File: config.mk
export PLATFORM = sky130hd
export DESIGN_NAME = dmem_arbiter
export DESIGN_NICKNAME = d
export VERILOG_FILES = /design/src/rtl/dmem_arbiter.sv
export SDC_FILE = /design/constraint.sdc
export NUM_CORES = 1
export LEC_CHECK = 0
export ABC_AREA = 1
export BUFFER_PORTS_ARGS = -buffer_cell sky130_fd_sc_hd__clkbuf_2
export CORE_AREA = 5 5 225 227
export CTS_CLUSTER_DIAMETER = 80
export DETAILED_ROUTE_END_ITERATION = 7
export DIE_AREA = 0 0 230 232
export PLACE_DENSITY = 0.45
export SYNTH_ARGS = -nofsm -noshare
export SYNTH_HDL_FRONTEND = slang
export SYNTH_SLANG_ARGS = --single-unit
File: constraint.sdc
create_clock -name clk -period 3.5 [get_ports clk]
set_input_delay 0.7 -clock clk [delete_from_list [all_inputs] [get_ports clk]]
set_output_delay 0.7 -clock clk [all_outputs]
set_load 0.01 [all_outputs]
File: src/rtl/dmem_arbiter.sv
// Data-memory port arbiter: CPU load/store stage versus debug port, with a
// starvation counter for debug and debug-only ownership once the CPU halts.
module dmem_arbiter #(
  parameter int ADDR_W   = 64,
  parameter int DATA_W   = 64,
  parameter int MAX_WAIT = 4
) (
  input  logic              clk,
  input  logic              rst,
  input  logic              halt,
  input  logic              cpu_req,
  input  logic              cpu_we,
  input  logic [ADDR_W-1:0] cpu_addr,
  input  logic [DATA_W-1:0] cpu_wdata,
  output logic              cpu_stall,
  output logic              cpu_rvalid,
  output logic [DATA_W-1:0] cpu_rdata,
  input  logic              dbg_req,
  input  logic              dbg_we,
  input  logic [ADDR_W-1:0] dbg_addr,
  input  logic [DATA_W-1:0] dbg_wdata,
  output logic              dbg_gnt,
  output logic              dbg_rvalid,
  output logic [DATA_W-1:0] dbg_rdata,
  output logic              mem_rw,
  output logic              mem_en,
  output logic [ADDR_W-1:0] mem_addr,
  output logic [DATA_W-1:0] mem_wdata,
  input  logic [DATA_W-1:0] mem_rdata
);

  typedef enum logic {RUN, HALTED} state_t;

  localparam logic [3:0] WAIT_MAX = 4'(MAX_WAIT);

  state_t     state, state_next;
  logic [3:0] wait_cnt, wait_next;
  logic       cpu_acc, dbg_acc;
  logic       iss_cpu_rd, iss_dbg_rd;
  logic       ret_cpu, ret_dbg;

  // Grant decision; nothing is granted while reset is asserted.
  always_comb begin
    state_next = state;
    wait_next  = wait_cnt;
    cpu_acc    = 1'b0;
    dbg_acc    = 1'b0;
    cpu_stall  = 1'b0;
    if (rst) begin
      case (state)
        RUN: begin
          if (halt) state_next = HALTED;
          if (wait_cnt == WAIT_MAX && dbg_req) begin
            dbg_acc   = 1'b1;
            cpu_stall = cpu_req;
          end else begin
            cpu_acc = cpu_req;
            dbg_acc = dbg_req & ~cpu_req;
          end
        end
        HALTED: dbg_acc = dbg_req;
        default: state_next = RUN;
      endcase
      if (dbg_req && !dbg_acc)
        wait_next = (wait_cnt == WAIT_MAX) ? wait_cnt : 4'(wait_cnt + 4'd1);
      else
        wait_next = 4'd0;
    end
  end

  // Issue register plus a two-stage read-owner tag aligned with mem_rdata.
  always_ff @(posedge clk) begin
    if (!rst) begin
      state      <= RUN;
      wait_cnt   <= 4'd0;
      mem_en     <= 1'b0;
      mem_rw     <= 1'b0;
      mem_addr   <= '0;
      mem_wdata  <= '0;
      iss_cpu_rd <= 1'b0;
      iss_dbg_rd <= 1'b0;
      ret_cpu    <= 1'b0;
      ret_dbg    <= 1'b0;
    end else begin
      state      <= state_next;
      wait_cnt   <= wait_next;
      mem_en     <= cpu_acc | dbg_acc;
      if (cpu_acc) begin
        mem_rw    <= cpu_we;
        mem_addr  <= cpu_addr;
        mem_wdata <= cpu_wdata;
      end else if (dbg_acc) begin
        mem_rw    <= dbg_we;
        mem_addr  <= dbg_addr;
        mem_wdata <= dbg_wdata;
      end else begin
        mem_rw    <= 1'b0;
      end
      iss_cpu_rd <= cpu_acc & ~cpu_we;
      iss_dbg_rd <= dbg_acc & ~dbg_we;
      ret_cpu    <= iss_cpu_rd;
      ret_dbg    <= iss_dbg_rd;
    end
  end

  assign dbg_gnt    = dbg_acc;
  assign cpu_rvalid = ret_cpu;
  assign dbg_rvalid = ret_dbg;
  assign cpu_rdata  = ret_cpu ? mem_rdata : '0;
  assign dbg_rdata  = ret_dbg ? mem_rdata : '0;

endmodule

======== Word-level counts from Yosys, hierarchy flattened ========
Cells that the tools add are included.
storage, ports and cells
  output and inout port bits .............. 262
  word-level logic and storage cells ...... 45
  register bits ........................... 139
  input bits .............................. 327
operators by class
  multiplexer cells ....................... 20
  add/sub/neg operators ................... 1
  eq/ne operators ......................... 1
  bitwise logic cells ..................... 8
  reduce and logical (&&, ||, !) cells .... 5
operators by type and width
  operator             number
  $mux 64              6
  $mux 1               13
  $add 4x1->4 const B  1
  $eq 4x3->1 const B   1
  $not 1->1            4
  $and 1x1->1          3
  $logic_and 1x1->1    2
  $pmux 1 s2           1
  $reduce_and 2->1     1
  $reduce_bool 2->1    1
  $logic_not 1->1      1
  $or 1x1->1           1

======== Logic depth before layout (Yosys ltp) ========
  depth in word-level cells ............... 8
  depth in mapped cells ................... 10
  mapped depth without buffers ............ 8

======== Worst setup path before layout ========
OpenSTA, ideal clock, no wires.
  path kind ............................... input port to output port
  start ................................... input port dbg_req
  end ..................................... output port cpu_stall
  setup slack ............................. 1.458 ns
  path buffers ............................ 2
  stages .................................. 4
  required time ........................... 2.800 ns
  arrival time ............................ 1.342 ns
  path through ............................ nand4_4 buf_2 buf_2 nor2_1
between the ends
  cells in the longest elaborated chain, start to end .. 4
RTL lines
  what                line  RTL
  start: declaration  18    input logic dbg_req,
  $logic_and 1x1->1   53    if (wait_cnt == WAIT_MAX && dbg_req) begin
  $mux 1              53
  $mux 1              50    case (state)
  $mux 1              49    if (rst) begin
  end: declaration    15    output logic cpu_stall,
No other way between the ends.

======== Worst setup path in the final report ========
  start ................................... register wait_cnt[0]
  end ..................................... output port cpu_stall
between the ends
  cells in the longest elaborated chain, start to end .. 5
RTL lines
  what                      line  RTL
  start: declaration        37    logic [3:0] wait_cnt, wait_next;
  start signal: assignment  86    wait_cnt <= wait_next;
  $eq 4x3->1                53
  $logic_and 1x1->1         53
  $mux 1                    53
  $mux 1                    50
  $mux 1                    49
No other way between the ends.

==> impl_metrics.py <==
metrics = {
    "logic_synthesis": {
        "ys.flop_type": "dfxtp_1",
        "netlist.area_leader.share_pct": 33.25,
        "syn-num-nets": 1777,
        "synth_compound_area_share_pct": 15.49,
        "yosys.area.top_type": "dfxtp_1",
        "netlist_area_sq_um": 8369,
        "synth_xor_area_share_pct": 0.1046,
        "syn_inst": 1448,
        "synthSimpleGateAreaFrac_pct": 32.37,
        "synth_area_leaders": "dfxtp_1 (33%), nand2_1 (12%), nor2_1 (12%)",
        "synth_seq_area_share_pct": 33.25,
        "async_reset_ff_share_pct": 0,
        "avgSynthCellArea_sq_um": 5.780,
        "ys_ff_latch": 139,
        "synthDistinctLibCells": 18,
        "ys_warn_count": 0,
        "synth_commonest_cells": "nand2_1 (268), nor2_1 (265), inv_1 (263)",
        "synthAdderAreaFrac_pct": 0.2990,
        "synthMuxAreaShare_pct": 0,
        "synth_edf_count": 0,
        "synth_top_family_by_area": "simple AND/OR/NAND/NOR gates",
        "synth.most_common_cell": "nand2_1",
    },
    "sta": {
        "tightest_slew_ps": 771.0,
        "layout_setup_ws_ps": 810.2,
        "fin_crit_sh_pct": 76.85,
        "slew_viol_final": 0,
        "fmax_ghz": 0.3718,
        "layout_min_cycle_time_ps": 2690,
        "rsz0062_at_grt": "no",
        "relSlewSlack_pct": 48.60,
        "worst_hold_slack_ps": 402.4,
        "setup_tns_ps": 0,
        "skew_ps": 9.900,
        "final_hold_viol_count": 0,
        "setup_violations": 0,
    },
    "final_layout": {
        "final_area_sq_um": 12340,
        "finalNetCount": 2285,
        "n_fill_cell": 5626,
        "utilization_pct": 25.48,
        "area_delta_synth_final_pct": 47.48,
        "finalNonFillerCells": 2606,
        "layout-drive-gt1-share_pct": 32.42,
    },
    "critical_path": {
        "critical_path_class": "reg2out",
        "cp_num_buf_inv": 3,
        "cp_top_family": "buffers and inverters",
        "slowest_delay_ps": 410,
        "critPathLaunchType": "flop",
        "worstPathArrival_ps": 1990,
        "endpoint_kind": "output pin",
        "critPathRequiredTime_ps": 2800,
        "path_cells": "inv_1, ha_1, nand4_4, buf_4, nor2_1, clkbuf_2",
        "r2r-start": "wait_cnt[0]$_SDFFE_PN0P_",
        "crit_fanout": 40,
        "startpoint": "wait_cnt[0]$_SDFFE_PN0P_",
        "critPathSlowestCell": "buf_4",
    },
    "route": {
        "ant_nets": 0,
        "via_per_inst": 4.089,
        "first_pass_iters": 4,
        "vias": 10660,
        "wirelength_um": 42920,
        "drc": 0,
        "wire_per_inst_um": 16.47,
        "drt-initial-drc-count": 416,
    },
    "clock_tree": {
        "ctsHoldBuffers": 0,
        "cts-root-buf": "clkbuf_16",
        "cts.sink_count": 139,
        "clk_pin_slew_ps": 60,
        "post-cts-setup-buffers": 0,
        "clockBufferDepth": 2,
        "cts_resized": 0,
        "worstSkewPairLatency_ps": 470,
        "h-tree-depth": 4,
        "tritoncts": "yes",
        "cts_buffers": 17,
    },
    "global_route": {
        "grt_use_total_pct": 15.62,
        "antenna_found_initial": 30,
        "grt_overflow": 0,
        "grt_max_degree": 127,
        "grt_first_pass_wirelength_um": 63490,
        "grt_pass1_vias": 10410,
    },
    "min_path": {
        "holdCritPathClass": "in2reg",
        "hold_start": "dbg_we",
    },
    "floorplanning": {
        "dieArea_sq_um": 53360,
        "rows": 81,
        "initial_core_util_pct": 17.28,
        "io_pins": 589,
        "coreArea_sq_um": 48440,
        "die_w_um": 230,
        "fp.dieH_um": 232,
    },
    "placed_design": {
        "dpl.hpwl_um": 33940,
        "place_area_sq_um": 11720,
        "place_ws_ps": 1044,
        "io_buffers": 588,
        "dp.cells": 2559,
        "place_congestion": 0.9158,
    },
    "power": {
        "p_leak_nw": 7.545,
        "design_power_total_mw": 4.648,
        "p_per_area_nw_per_um2": 376.5,
        "peakVddDrop_mv": 0.3150,
    },
    "run_status": {
        "outcome": "finished, final reports clean",
    },
    "flow_run": {
        "max_cap_viol_count": 0,
    },
}
final timing paths:
| check | end | slack, ps | depth (start not counted) |
|---|---|---|---|
| setup / recovery | cpu_stall | 810 | 6 |
| hold / removal | iss_dbg_rd$_SDFF_PN0_ | 400 | 2 |
| setup reg to reg | mem_wdata[2]$_SDFFE_PN0P_ | 1110 | 8 |
| hold reg to reg | cpu_rvalid$_SDFF_PN0_ | 410 | 2 |
cell usage in the layout (no fill, tap or decap), types with 3 or more instances in the layout:
cell       netlist  layout
clkbuf_2         0     587
nand2_1        268     268
nor2_1         265     265
inv_1          263     263
dfxtp_1        139     137
o21ai_0        130     130
nand3_1        130     130
a21oi_1        129     129
clkbuf_16        0      17
diode_2          0      16
buf_4           12      10
buf_12           0       5
clkinv_4         0       3
clkbuf_1        49       3
metal layers:
layer	up-vias	wire length, um	global-route usage, %
met5	-	13	0
met4	2	2488	10.69
met1	4718	15450	15.70
met2	411	22110	27.65
met3	90	2853	4.952
li1	5435	-	-
state kept, by name, summed over array words and instances (netlist names):
name        flops
cpu_rvalid      1
dbg_rvalid      1
iss_cpu_rd      1
iss_dbg_rd      1
mem_addr       64
mem_en          1
mem_rw          1
mem_wdata      64
state           1
wait_cnt        4
power breakdown:
group          total, mW  switching, mW  internal [mW]
Combinational      0.993          0.581          0.412
Sequential          1.79         0.0732           1.72
Clock               1.86          0.777           1.08
Total               4.65           1.43           3.22
cells by family (layout without fill, tap and decap cells):
group / count (synthesis) / count (layout)
compound gates: 259 / 259
xor+xnor: 1 / 1
buf+inv: 378 / 898
fa+ha+maj: 2 / 2
other cells: 0 / 16
simple gates: 669 / 669
flops: 139 / 139
layout make-up:
type | instances | area, sq um | share of cell area [%]
antenna | 16 | 40.04 | 0.3244
clock buffer | 22 | 464.2 | 3.761
clock inverter | 9 | 115.1 | 0.9326
inverter | 265 | 994.7 | 8.059
multi-input combinational | 931 | 4053 | 32.83
sequential | 139 | 2785 | 22.56
tap | 622 | 778.2 | 6.305
timing repair buffer | 602 | 3113 | 25.22
worst reg2reg max path: cells and delay by family (launching register included):
| family | cells | cell delay (ps) |
|---|---|---|
| flip-flops | 1 | 370 |
| buffers and inverters | 3 | 870 |
| AND/OR/NAND/NOR | 3 | 450 |
| adder cells (fa/ha/maj) | 1 | 260 |
| AO/OA/AOI/OAI | 1 | 340 |
Power figures use the tool's default switching activity.
